**src/rtl/bcd_time_counter_if.sv**
```systemverilog
`default_nettype none
// ============================================================================
// bcd_time_counter_if : control inputs and BCD time outputs of bcd_time_counter
// Optional: HOUR12_EN adds the pm flag.        Revision: 1.0
// ============================================================================
interface bcd_time_counter_if;
  logic       EN_work;
  logic       inc_min;
  logic       inc_hour;
  logic [3:0] sec_low;
  logic [3:0] sec_high;
  logic [3:0] min_low;
  logic [3:0] min_high;
  logic [3:0] hour_low;
  logic [3:0] hour_high;
  logic       sec_pulse;
  logic       hour_carry;
`ifdef HOUR12_EN
  logic       pm;
`endif

  modport master (
`ifdef HOUR12_EN
    input  pm,
`endif
    output EN_work, inc_min, inc_hour,
    input  sec_low, sec_high, min_low, min_high, hour_low, hour_high,
    input  sec_pulse, hour_carry
  );

  modport slave (
`ifdef HOUR12_EN
    output pm,
`endif
    input  EN_work, inc_min, inc_hour,
    output sec_low, sec_high, min_low, min_high, hour_low, hour_high,
    output sec_pulse, hour_carry
  );
endinterface
`default_nettype wire

```
**src/rtl/bcd_time_counter.sv**
```systemverilog
`default_nettype none
// ============================================================================
// bcd_time_counter : 1 Hz divider plus hh:mm:ss BCD time-of-day with set mode
// Optional: HOUR12_EN selects 12-hour coding with a pm flag.   Revision: 1.0
// ============================================================================
module bcd_time_counter #(
  parameter int CLK_DIV = 1000
) (
  input  wire logic          CLK,
  input  wire logic          RST_n,
  bcd_time_counter_if.slave  bus
);

  localparam int DIV_W = $clog2(CLK_DIV);
  localparam logic [DIV_W-1:0] C_DIV_LAST = DIV_W'(CLK_DIV - 1);
`ifdef HOUR12_EN
  localparam logic [3:0] C_HH_RST = 4'd1;
  localparam logic [3:0] C_HL_RST = 4'd2;
`else
  localparam logic [3:0] C_HH_RST = 4'd0;
  localparam logic [3:0] C_HL_RST = 4'd0;
`endif

  // Returns {wrap, tens, units} for a 00..59 BCD pair.
  function automatic logic [8:0] base60_step(input logic [3:0] hi, input logic [3:0] lo);
    if (lo >= 4'd9) begin
      if (hi >= 4'd5) return {1'b1, 4'd0, 4'd0};
      return {1'b0, hi + 4'd1, 4'd0};
    end
    return {1'b0, hi, lo + 4'd1};
  endfunction

  function automatic logic [7:0] hour_step(input logic [3:0] hh, input logic [3:0] hl);
`ifdef HOUR12_EN
    if (hh >= 4'd1 && hl >= 4'd2) return {4'd0, 4'd1};
    if (hh >= 4'd1 && hl == 4'd1) return {4'd1, 4'd2};
    if (hl >= 4'd9)               return {4'd1, 4'd0};
    return {hh, hl + 4'd1};
`else
    if (hh >= 4'd2 && hl >= 4'd3) return {4'd0, 4'd0};
    if (hl >= 4'd9)               return {hh + 4'd1, 4'd0};
    return {hh, hl + 4'd1};
`endif
  endfunction

  logic [DIV_W-1:0] div_q, div_d;
  logic [3:0]       sl_q, sl_d, sh_q, sh_d;
  logic [3:0]       ml_q, ml_d, mh_q, mh_d;
  logic [3:0]       hl_q, hl_d, hh_q, hh_d;
  logic             pulse_q, pulse_d;
  logic             carry_q, carry_d;
  logic             min_prev_q, hour_prev_q;
`ifdef HOUR12_EN
  logic             pm_q, pm_d;
  logic             w_pm_flip;
`endif

  logic       w_min_edge, w_hour_edge, w_tick;
  logic [8:0] w_sec_nxt, w_min_nxt;
  logic [7:0] w_hour_nxt;

  assign w_min_edge  = bus.inc_min  & ~min_prev_q;
  assign w_hour_edge = bus.inc_hour & ~hour_prev_q;
  assign w_tick      = (div_q >= C_DIV_LAST);
  assign w_sec_nxt   = base60_step(sh_q, sl_q);
  assign w_min_nxt   = base60_step(mh_q, ml_q);
  assign w_hour_nxt  = hour_step(hh_q, hl_q);
`ifdef HOUR12_EN
  // Every 11 -> 12 transition crosses the AM/PM boundary.
  assign w_pm_flip   = (hh_q == 4'd1) && (hl_q == 4'd1);
`endif

  always_comb begin
    div_d   = div_q;
    sl_d    = sl_q;
    sh_d    = sh_q;
    ml_d    = ml_q;
    mh_d    = mh_q;
    hl_d    = hl_q;
    hh_d    = hh_q;
    pulse_d = 1'b0;
    carry_d = 1'b0;
`ifdef HOUR12_EN
    pm_d    = pm_q;
`endif
    if (bus.EN_work) begin
      // Set mode takes priority even on a divider wrap edge.
      div_d = '0;
      sl_d  = 4'd0;
      sh_d  = 4'd0;
      if (w_min_edge) begin
        mh_d = w_min_nxt[7:4];
        ml_d = w_min_nxt[3:0];
      end
      if (w_hour_edge) begin
        hh_d = w_hour_nxt[7:4];
        hl_d = w_hour_nxt[3:0];
`ifdef HOUR12_EN
        if (w_pm_flip) pm_d = ~pm_q;
`endif
      end
    end else if (w_tick) begin
      div_d   = '0;
      pulse_d = 1'b1;
      sh_d    = w_sec_nxt[7:4];
      sl_d    = w_sec_nxt[3:0];
      if (w_sec_nxt[8]) begin
        mh_d = w_min_nxt[7:4];
        ml_d = w_min_nxt[3:0];
        if (w_min_nxt[8]) begin
          carry_d = 1'b1;
          hh_d    = w_hour_nxt[7:4];
          hl_d    = w_hour_nxt[3:0];
`ifdef HOUR12_EN
          if (w_pm_flip) pm_d = ~pm_q;
`endif
        end
      end
    end else begin
      div_d = div_q + 1'b1;
    end
  end

  always_ff @(posedge CLK or negedge RST_n) begin
    if (!RST_n) begin
      div_q       <= '0;
      sl_q        <= 4'd0;
      sh_q        <= 4'd0;
      ml_q        <= 4'd0;
      mh_q        <= 4'd0;
      hl_q        <= C_HL_RST;
      hh_q        <= C_HH_RST;
      pulse_q     <= 1'b0;
      carry_q     <= 1'b0;
      min_prev_q  <= 1'b0;
      hour_prev_q <= 1'b0;
`ifdef HOUR12_EN
      pm_q        <= 1'b0;
`endif
    end else begin
      div_q       <= div_d;
      sl_q        <= sl_d;
      sh_q        <= sh_d;
      ml_q        <= ml_d;
      mh_q        <= mh_d;
      hl_q        <= hl_d;
      hh_q        <= hh_d;
      pulse_q     <= pulse_d;
      carry_q     <= carry_d;
      min_prev_q  <= bus.inc_min;
      hour_prev_q <= bus.inc_hour;
`ifdef HOUR12_EN
      pm_q        <= pm_d;
`endif
    end
  end

  assign bus.sec_low    = sl_q;
  assign bus.sec_high   = sh_q;
  assign bus.min_low    = ml_q;
  assign bus.min_high   = mh_q;
  assign bus.hour_low   = hl_q;
  assign bus.hour_high  = hh_q;
  assign bus.sec_pulse  = pulse_q;
  assign bus.hour_carry = carry_q;
`ifdef HOUR12_EN
  assign bus.pm         = pm_q;
`endif

  a_digits_in_range : assert property (@(posedge CLK) disable iff (!RST_n)
    (sl_q <= 4'd9) && (sh_q <= 4'd5) && (ml_q <= 4'd9) && (mh_q <= 4'd5) &&
`ifdef HOUR12_EN
    ((hh_q == 4'd0 && hl_q >= 4'd1 && hl_q <= 4'd9) || (hh_q == 4'd1 && hl_q <= 4'd2))
`else
    (hl_q <= 4'd9) && ((hh_q <= 4'd1) || (hh_q == 4'd2 && hl_q <= 4'd3))
`endif
  );

endmodule
`default_nettype wire

```
**src/flat_wrapper.sv**
```systemverilog
// flat-port wrapper written by rule: the top's interface ports become plain ports
module bcd_time_counter_flat 
#(
  parameter int CLK_DIV = 1000
)
  (CLK, RST_n, bus_EN_work, bus_inc_min, bus_inc_hour, bus_sec_low, bus_sec_high, bus_min_low, bus_min_high, bus_hour_low, bus_hour_high, bus_sec_pulse, bus_hour_carry);
  bcd_time_counter_if bus_i ();
  input  wire logic CLK;
  input  wire logic RST_n;
  input wire logic [$bits(bus_i.EN_work)-1:0] bus_EN_work;
  input wire logic [$bits(bus_i.inc_min)-1:0] bus_inc_min;
  input wire logic [$bits(bus_i.inc_hour)-1:0] bus_inc_hour;
  output wire logic [$bits(bus_i.sec_low)-1:0] bus_sec_low;
  output wire logic [$bits(bus_i.sec_high)-1:0] bus_sec_high;
  output wire logic [$bits(bus_i.min_low)-1:0] bus_min_low;
  output wire logic [$bits(bus_i.min_high)-1:0] bus_min_high;
  output wire logic [$bits(bus_i.hour_low)-1:0] bus_hour_low;
  output wire logic [$bits(bus_i.hour_high)-1:0] bus_hour_high;
  output wire logic [$bits(bus_i.sec_pulse)-1:0] bus_sec_pulse;
  output wire logic [$bits(bus_i.hour_carry)-1:0] bus_hour_carry;
  assign bus_i.EN_work = bus_EN_work;
  assign bus_i.inc_min = bus_inc_min;
  assign bus_i.inc_hour = bus_inc_hour;
  assign bus_sec_low = bus_i.sec_low;
  assign bus_sec_high = bus_i.sec_high;
  assign bus_min_low = bus_i.min_low;
  assign bus_min_high = bus_i.min_high;
  assign bus_hour_low = bus_i.hour_low;
  assign bus_hour_high = bus_i.hour_high;
  assign bus_sec_pulse = bus_i.sec_pulse;
  assign bus_hour_carry = bus_i.hour_carry;
  bcd_time_counter #(.CLK_DIV(CLK_DIV)) u_core (.CLK(CLK), .RST_n(RST_n), .bus(bus_i));
endmodule
```
**config.mk**
```make
export PLATFORM = sky130hd
export DESIGN_NAME = bcd_time_counter_flat
export DESIGN_NICKNAME = d
export VERILOG_FILES = /design/src/rtl/bcd_time_counter_if.sv /design/src/rtl/bcd_time_counter.sv /design/src/flat_wrapper.sv
export SDC_FILE = /design/constraint.sdc
export NUM_CORES = 1
export LEC_CHECK = 0
export ABC_AREA = 1
export CAP_MARGIN = 15
export CORE_ASPECT_RATIO = 0.75
export CORE_MARGIN = 2
export CORE_UTILIZATION = 25
export DETAILED_ROUTE_END_ITERATION = 12
export PLACE_DENSITY = 0.42
export SLEW_MARGIN = 20
export SYNTH_ARGS = -nofsm -noshare
export SYNTH_HDL_FRONTEND = slang
export SYNTH_SLANG_ARGS = --single-unit
export TNS_END_PERCENT = 1
```
**constraint.sdc**
```tcl
create_clock -name CLK -period 3.8 [get_ports CLK]
set_input_delay 0.57 -clock CLK [delete_from_list [all_inputs] [get_ports CLK]]
set_output_delay 0.57 -clock CLK [all_outputs]
set_load 0.05 [all_outputs]
```
==> results of run 1 <==
layout by cell type, fill, tap and decap left out, drive strengths merged:
cell and instances:
clkbuf 6, nand2 58, o21bai 1, nand4 8, clkinvlp 1, o31ai 1, buf 1, nand3 25
xor2 4, nand3b 1, dfrtp 38, nor2 24, a21oi 9, clkdlybuf4s50 29, inv 38, clkinv 1
ha 18, and2 1, xnor2 2, o21ai 19, nor3 7
layer usage:
metal | share of wire | routed length [µm] | GRT usage
met1 | 0.54 | 2490 | 0.150
met4 | 0.0087 | 40 | 0.0303
met3 | 0.024 | 112 | 0.0274
met5 | 0 | 0 | 0
met2 | 0.42 | 1940 | 0.155
cell type report:
cell class,instances,area [µm²]
Multi-Input combinational cell,178,1030
Clock inverter,2,12.5
Tap cell,108,135
Fill cell,931,5710
Sequential cell,38,951
Timing Repair Buffer,30,295
Clock buffer,6,139
Inverter,38,143
power groups by stage:
stage,clock network (W),registers [W],logic [W]
after floorplan,0,0.000764,0.000270
after detailed placement,0,0.000571,0.000674
after global placement,0,0.000572,0.000671
final,0.000422,0.000562,0.000667
after CTS,0.000437,0.000564,0.000677
after global routing,0.000461,0.000579,0.000739
flip-flops by register name (all words and copies together), names as in the netlist:
signal                 count
u_core.div_q              10
u_core.bus.hour_high       4
u_core.bus.hour_low        4
u_core.bus.min_high        4
u_core.bus.min_low         4
u_core.bus.sec_high        4
u_core.bus.sec_low         4
u_core.bus.hour_carry      1
u_core.bus.sec_pulse       1
u_core.hour_prev_q         1
u_core.min_prev_q          1
logic make-up after synthesis:
family,share of synthesized area
AO/OA/AOI/OAI,0.0808
XOR/XNOR,0.0244
adder cells (fa/ha/maj),0.105
buffers and inverters,0.0791
flip-flops,0.442
AND/OR/NAND/NOR,0.269
stage by stage:
stage | cells | instance area (µm²)
final | 400 | 2710
after global routing | 400 | 2710
after CTS | 400 | 2710
after detailed placement | 392 | 2550
after global placement | 392 | 2550
after floorplan | 256 | 2150
worst max path at each step:
stage,startpoint,end,slack (ns),cells after the start
floorplan,u_core.bus.hour_low[0],u_core.bus.hour_high[3],1.93,9
global placement,bus_EN_work,u_core.bus.sec_high[0],1.54,6
detailed placement,bus_EN_work,u_core.bus.sec_high[2],1.49,6
CTS,u_core.bus.min_high[0],bus_min_high[0],1.63,1
global route,bus_EN_work,u_core.bus.sec_high[3],1.57,6
finish,u_core.bus.min_high[0],bus_min_high[0],1.64,1
==> flow_summary.json, run 1 <==
{
  "timing.final.crit_share": 0.569,
  "initial_utilization": 0.256,
  "worst_path_max_delay_cell": "clkdlybuf4s50_1",
  "finalMaxSlewViolations": 0,
  "antenna_left": 0,
  "p_sw_w": 0.000697,
  "totalWireLength_um": 4580,
  "r2r_slack_ns": 1.97,
  "rsz0062_at_grt": "false",
  "final_util": 0.321,
  "core-area_um2": 8420,
  "drv_cap": 0,
  "die_y_um": 84.4,
  "combinationalPowerShare": 0.404,
  "wire_per_inst_um": 11.5,
  "grt_pass1_vias": 1639,
  "synth-edff-count": 0,
  "r2r-start": "u_core.div_q[0]",
  "die_w_um": 111,
  "crit_path_end_kind": "output port",
  "hold_buffers": 0,
  "port_buffers": 30,
  "path_class": "reg -> out",
  "synth_area_leaders": "dfrtp_1, ha_1, nand2_1",
  "critPathTopFamily": "buffers and inverters",
  "fin_crit_ns": 2.16,
  "worstSkewPairLatency_ns": 0.28,
  "die_area_um2": 9370,
  "worst_slack_ns": 1.64,
  "yosysTopAreaCellShare": 0.442,
  "cts-htree-levels": 2,
  "grt_antenna_before_repair": 0,
  "syn-num-nets": 279,
  "hp-class": "in -> async",
  "via_count": 1686,
  "reg2reg_to": "u_core.div_q[2]",
  "clk_root_buffer_cell": "clkbuf_16",
  "cp.buffers_inverters": 1,
  "grt_max_degree": 39,
  "gp_congestion": 0.715,
  "drive_gt1_frac": 0.0753,
  "drt_iter0_drc": 76,
  "reg2regPathDepth": 8,
  "num_io_pins": 31,
  "start_kind": "flop",
  "hpwl_um": 3360,
  "setup_viol": 0,
  "p_seq_frac": 0.341,
  "synth_common_cells": "nand2_1, dfrtp_1, inv_1",
  "power_w": 0.00165,
  "leakage_nw": 1.29,
  "vias_per_cell": 4.22,
  "swShare": 0.422,
  "yosysTopAreaCell": "dfrtp_1",
  "netlist-cell-type-count": 26,
  "cts_setup_buffers": 0,
  "worst_pin_slew_ns": 0.869,
  "crit_fanout": 7,
  "pre_cts_slack_ns": 1.49,
  "firstDrtPassIters": 4,
  "crit_required_ns": 3.23,
  "num_antenna_cells": 0,
  "numCtsBuffers": 5,
  "grt_pass1_wl_um": 7850,
  "hold_slack_ns": 0.410,
  "clock-sinks": 38,
  "ys_seq_area_frac": 0.442,
  "fin_worst_skew_ns": 0.00898,
  "grt_usage": 0.104,
  "synthArstFlopShare": 1.00,
  "cts_resized": 0,
  "netlist_area_um2": 2150,
  "yosys_register_bits": 38,
  "nets": 314,
  "peakVddDrop_v": 0.000280,
  "clkPwrFrac": 0.256,
  "critical_path.max_stage_delay_ns": 0.85,
  "cts_tree": "built",
  "crit_chain": "clkdlybuf4s50_1",
  "ys.flop_type": "dfrtp_1",
  "p_int_w": 0.000954,
  "drc": 0,
  "worst_slew_margin_rel": 0.421,
  "fmax_mhz": 462,
  "status": "finished clean",
  "setup-tns-final_ns": 0,
  "syn_to_final_growth_pct": 25.8,
  "power.density_nw_per_um2": 610,
  "arrival_ns": 1.59,
  "rows": 29,
  "synthCells": 256,
  "yosys.cell_count.top_type": "nand2_1",
  "final-hold-violation-count": 0,
  "avgSynthCellArea_um2": 8.41,
  "overflow": 0,
  "clk_path_buf_depth": 2,
  "ys_warn_count": 0,
  "clk_pin_slew_ns": 0.06
}
(Power assumes the default switching activity.)
==> inputs of run 2 (changes only) <==
--- a/config.mk
+++ b/config.mk
@@ -11,7 +11,7 @@
 export CORE_MARGIN = 2
 export CORE_UTILIZATION = 25
 export DETAILED_ROUTE_END_ITERATION = 12
-export PLACE_DENSITY = 0.42
+export PLACE_DENSITY = 0.43
 export SLEW_MARGIN = 20
 export SYNTH_ARGS = -nofsm -noshare
 export SYNTH_HDL_FRONTEND = slang
==> constraint.sdc (replaced) <==
create_clock -name CLK -period 1.8 [get_ports CLK]
set_input_delay 0.27 -clock CLK [delete_from_list [all_inputs] [get_ports CLK]]
set_output_delay 0.27 -clock CLK [all_outputs]
set_load 0.05 [all_outputs]
==> flow_summary.json, run 2 (synthesis results as in run 1) <==
{
  "peakVddDrop_v": 0.000717,
  "final-hold-violation-count": 0,
  "crit_fanout": 1,
  "vias_per_cell": 4.22,
  "crit_path_end_kind": "output port",
  "power.density_nw_per_um2": 1280,
  "critPathTopFamily": "buffers and inverters",
  "syn_to_final_growth_pct": 27.9,
  "core-area_um2": 8420,
  "worst_pin_slew_ns": 0.500,
  "mostFrequentLayoutCell": "nand2_1",
  "arrival_ns": 1.42,
  "gp_congestion": 0.768,
  "rows": 29,
  "setup_viol": 0,
  "fin_worst_skew_ns": 0.00359,
  "clk_root_buffer_cell": "clkbuf_16",
  "critical_path.max_stage_delay_ns": 0.80,
  "clock-sinks": 38,
  "die_w_um": 111,
  "design_area_um2": 2750,
  "cts_setup_buffers": 0,
  "cts-htree-levels": 2,
  "totalWireLength_um": 4670,
  "rsz0062_at_grt": "false",
  "grt_pass1_vias": 1685,
  "initial_utilization": 0.256,
  "drv_cap": 0,
  "drc": 0,
  "wire_per_inst_um": 11.4,
  "route.met2.wl_um": 1860,
  "wl_met3_um": 160,
  "numCtsBuffers": 5,
  "worst_slew_margin_rel": 0.666,
  "die_area_um2": 9370,
  "grt_antenna_before_repair": 0,
  "finalMaxSlewViolations": 0,
  "cp.buffers_inverters": 1,
  "via_count": 1731,
  "num_io_pins": 31,
  "die_y_um": 84.4,
  "final_cell_mix": "nand2_1, inv_1, buf_4",
  "firstDrtPassIters": 4,
  "clk_path_buf_depth": 2,
  "hold_slack_ns": 0.479,
  "num_antenna_cells": 0,
  "worst_slack_ns": 0.112,
  "grt_pass1_wl_um": 8140,
  "path_class": "reg -> out",
  "crit_required_ns": 1.53,
  "cts_tree": "built",
  "max_flop_register": "u_core.div_q",
  "antenna_left": 0,
  "clk_pin_slew_ns": 0.05,
  "dpl_cell_area_um2": 2580,
  "hp-class": "reg -> reg",
  "fmax_mhz": 592,
  "pre_cts_slack_ns": 0.0727,
  "grt_max_degree": 21,
  "worst_path_max_delay_cell": "clkdlybuf4s50_1",
  "nets": 324,
  "fin_crit_ns": 1.69,
  "drive_gt1_frac": 0.219,
  "crit_chain": "clkdlybuf4s50_1",
  "port_buffers": 30,
  "start_kind": "flop",
  "status": "finished clean",
  "hpwl_um": 3580,
  "overflow": 0,
  "setup-tns-final_ns": 0,
  "grt_usage": 0.107,
  "top_layer_used": "met4",
  "drt_iter0_drc": 66,
  "worstSkewPairLatency_ns": 0.28,
  "largest_reg_flops": 10,
  "wl_met1_um": 2610,
  "leakage_nw": 1.37,
  "timing.final.crit_share": 0.938
}
==> run 2: cell count changes in the layout (fill, tap and decap cells not counted), sizes merged <==
| cell | previous run | this run |
|---|---|---|
| clkinvlp | 1 | 0 |
| buf | 1 | 33 |
| clkdlybuf4s50 | 29 | 6 |
| dlygate4sd3 | 0 | 1 |
| clkbuf | 6 | 7 |
==> run 2: final cells by class <==
class	instances	area [µm²]
multi-input combinational	178	1050
fill	902	5670
sequential	38	962
timing repair buffer	40	315
clock buffer	7	143
tap	108	135
inverter	38	143
clock inverter	1	5.00
==> run 2: timing repair <==
action | 4_1_cts | 5_1_grt
hold buffers | 1 | 0
gates resized for setup | 0 | 5
hold endpoints to repair | 18 | 0
endpoints found under the setup margin | 0 | 8
==> run 2: power by group <==
group	total (W)	internal, W	switching (W)
sequential	0.00118	0.00100	0.000180
combinational	0.00148	0.000499	0.000976
clock	0.000874	0.000549	0.000325
==> run 2: path summary, 6_finish.rpt <==
kind | from | endpoint | cells after the start | slack [ns]
worst max-delay path | u_core.bus.hour_carry | bus_hour_carry | 1 | 0.11
worst min-delay path | u_core.div_q[0] | u_core.div_q[0] | 1 | 0.48
worst max register to register | u_core.div_q[0] | u_core.bus.hour_low[0] | 8 | 0.20
worst min register to register | u_core.div_q[0] | u_core.div_q[0] | 1 | 0.48
max in group asynchronous | RST_n | u_core.bus.min_low[0] | 3 | 0.76
min in group asynchronous | RST_n | u_core.bus.sec_low[1] | 2 | 0.49
==> run 2: stage by stage <==
stage / utilization / power [W] / instances
3_3_place_gp: 0.306 / 0.00270 / 401
2_1_floorplan: - / 0.00220 / 256
5_1_grt: 0.327 / 0.00382 / 410
4_1_cts: 0.325 / 0.00359 / 410
3_5_place_dp: 0.306 / 0.00268 / 401
6_report: 0.327 / 0.00353 / 410
==> run 2: layer usage <==
metal | vias to the layer above | GRT usage
met3 | 5 | 0.0253
met4 | 0 | 0.0303
met2 | 28 | 0.153
li1 | 914 | -
met1 | 784 | 0.162
met5 | - | 0
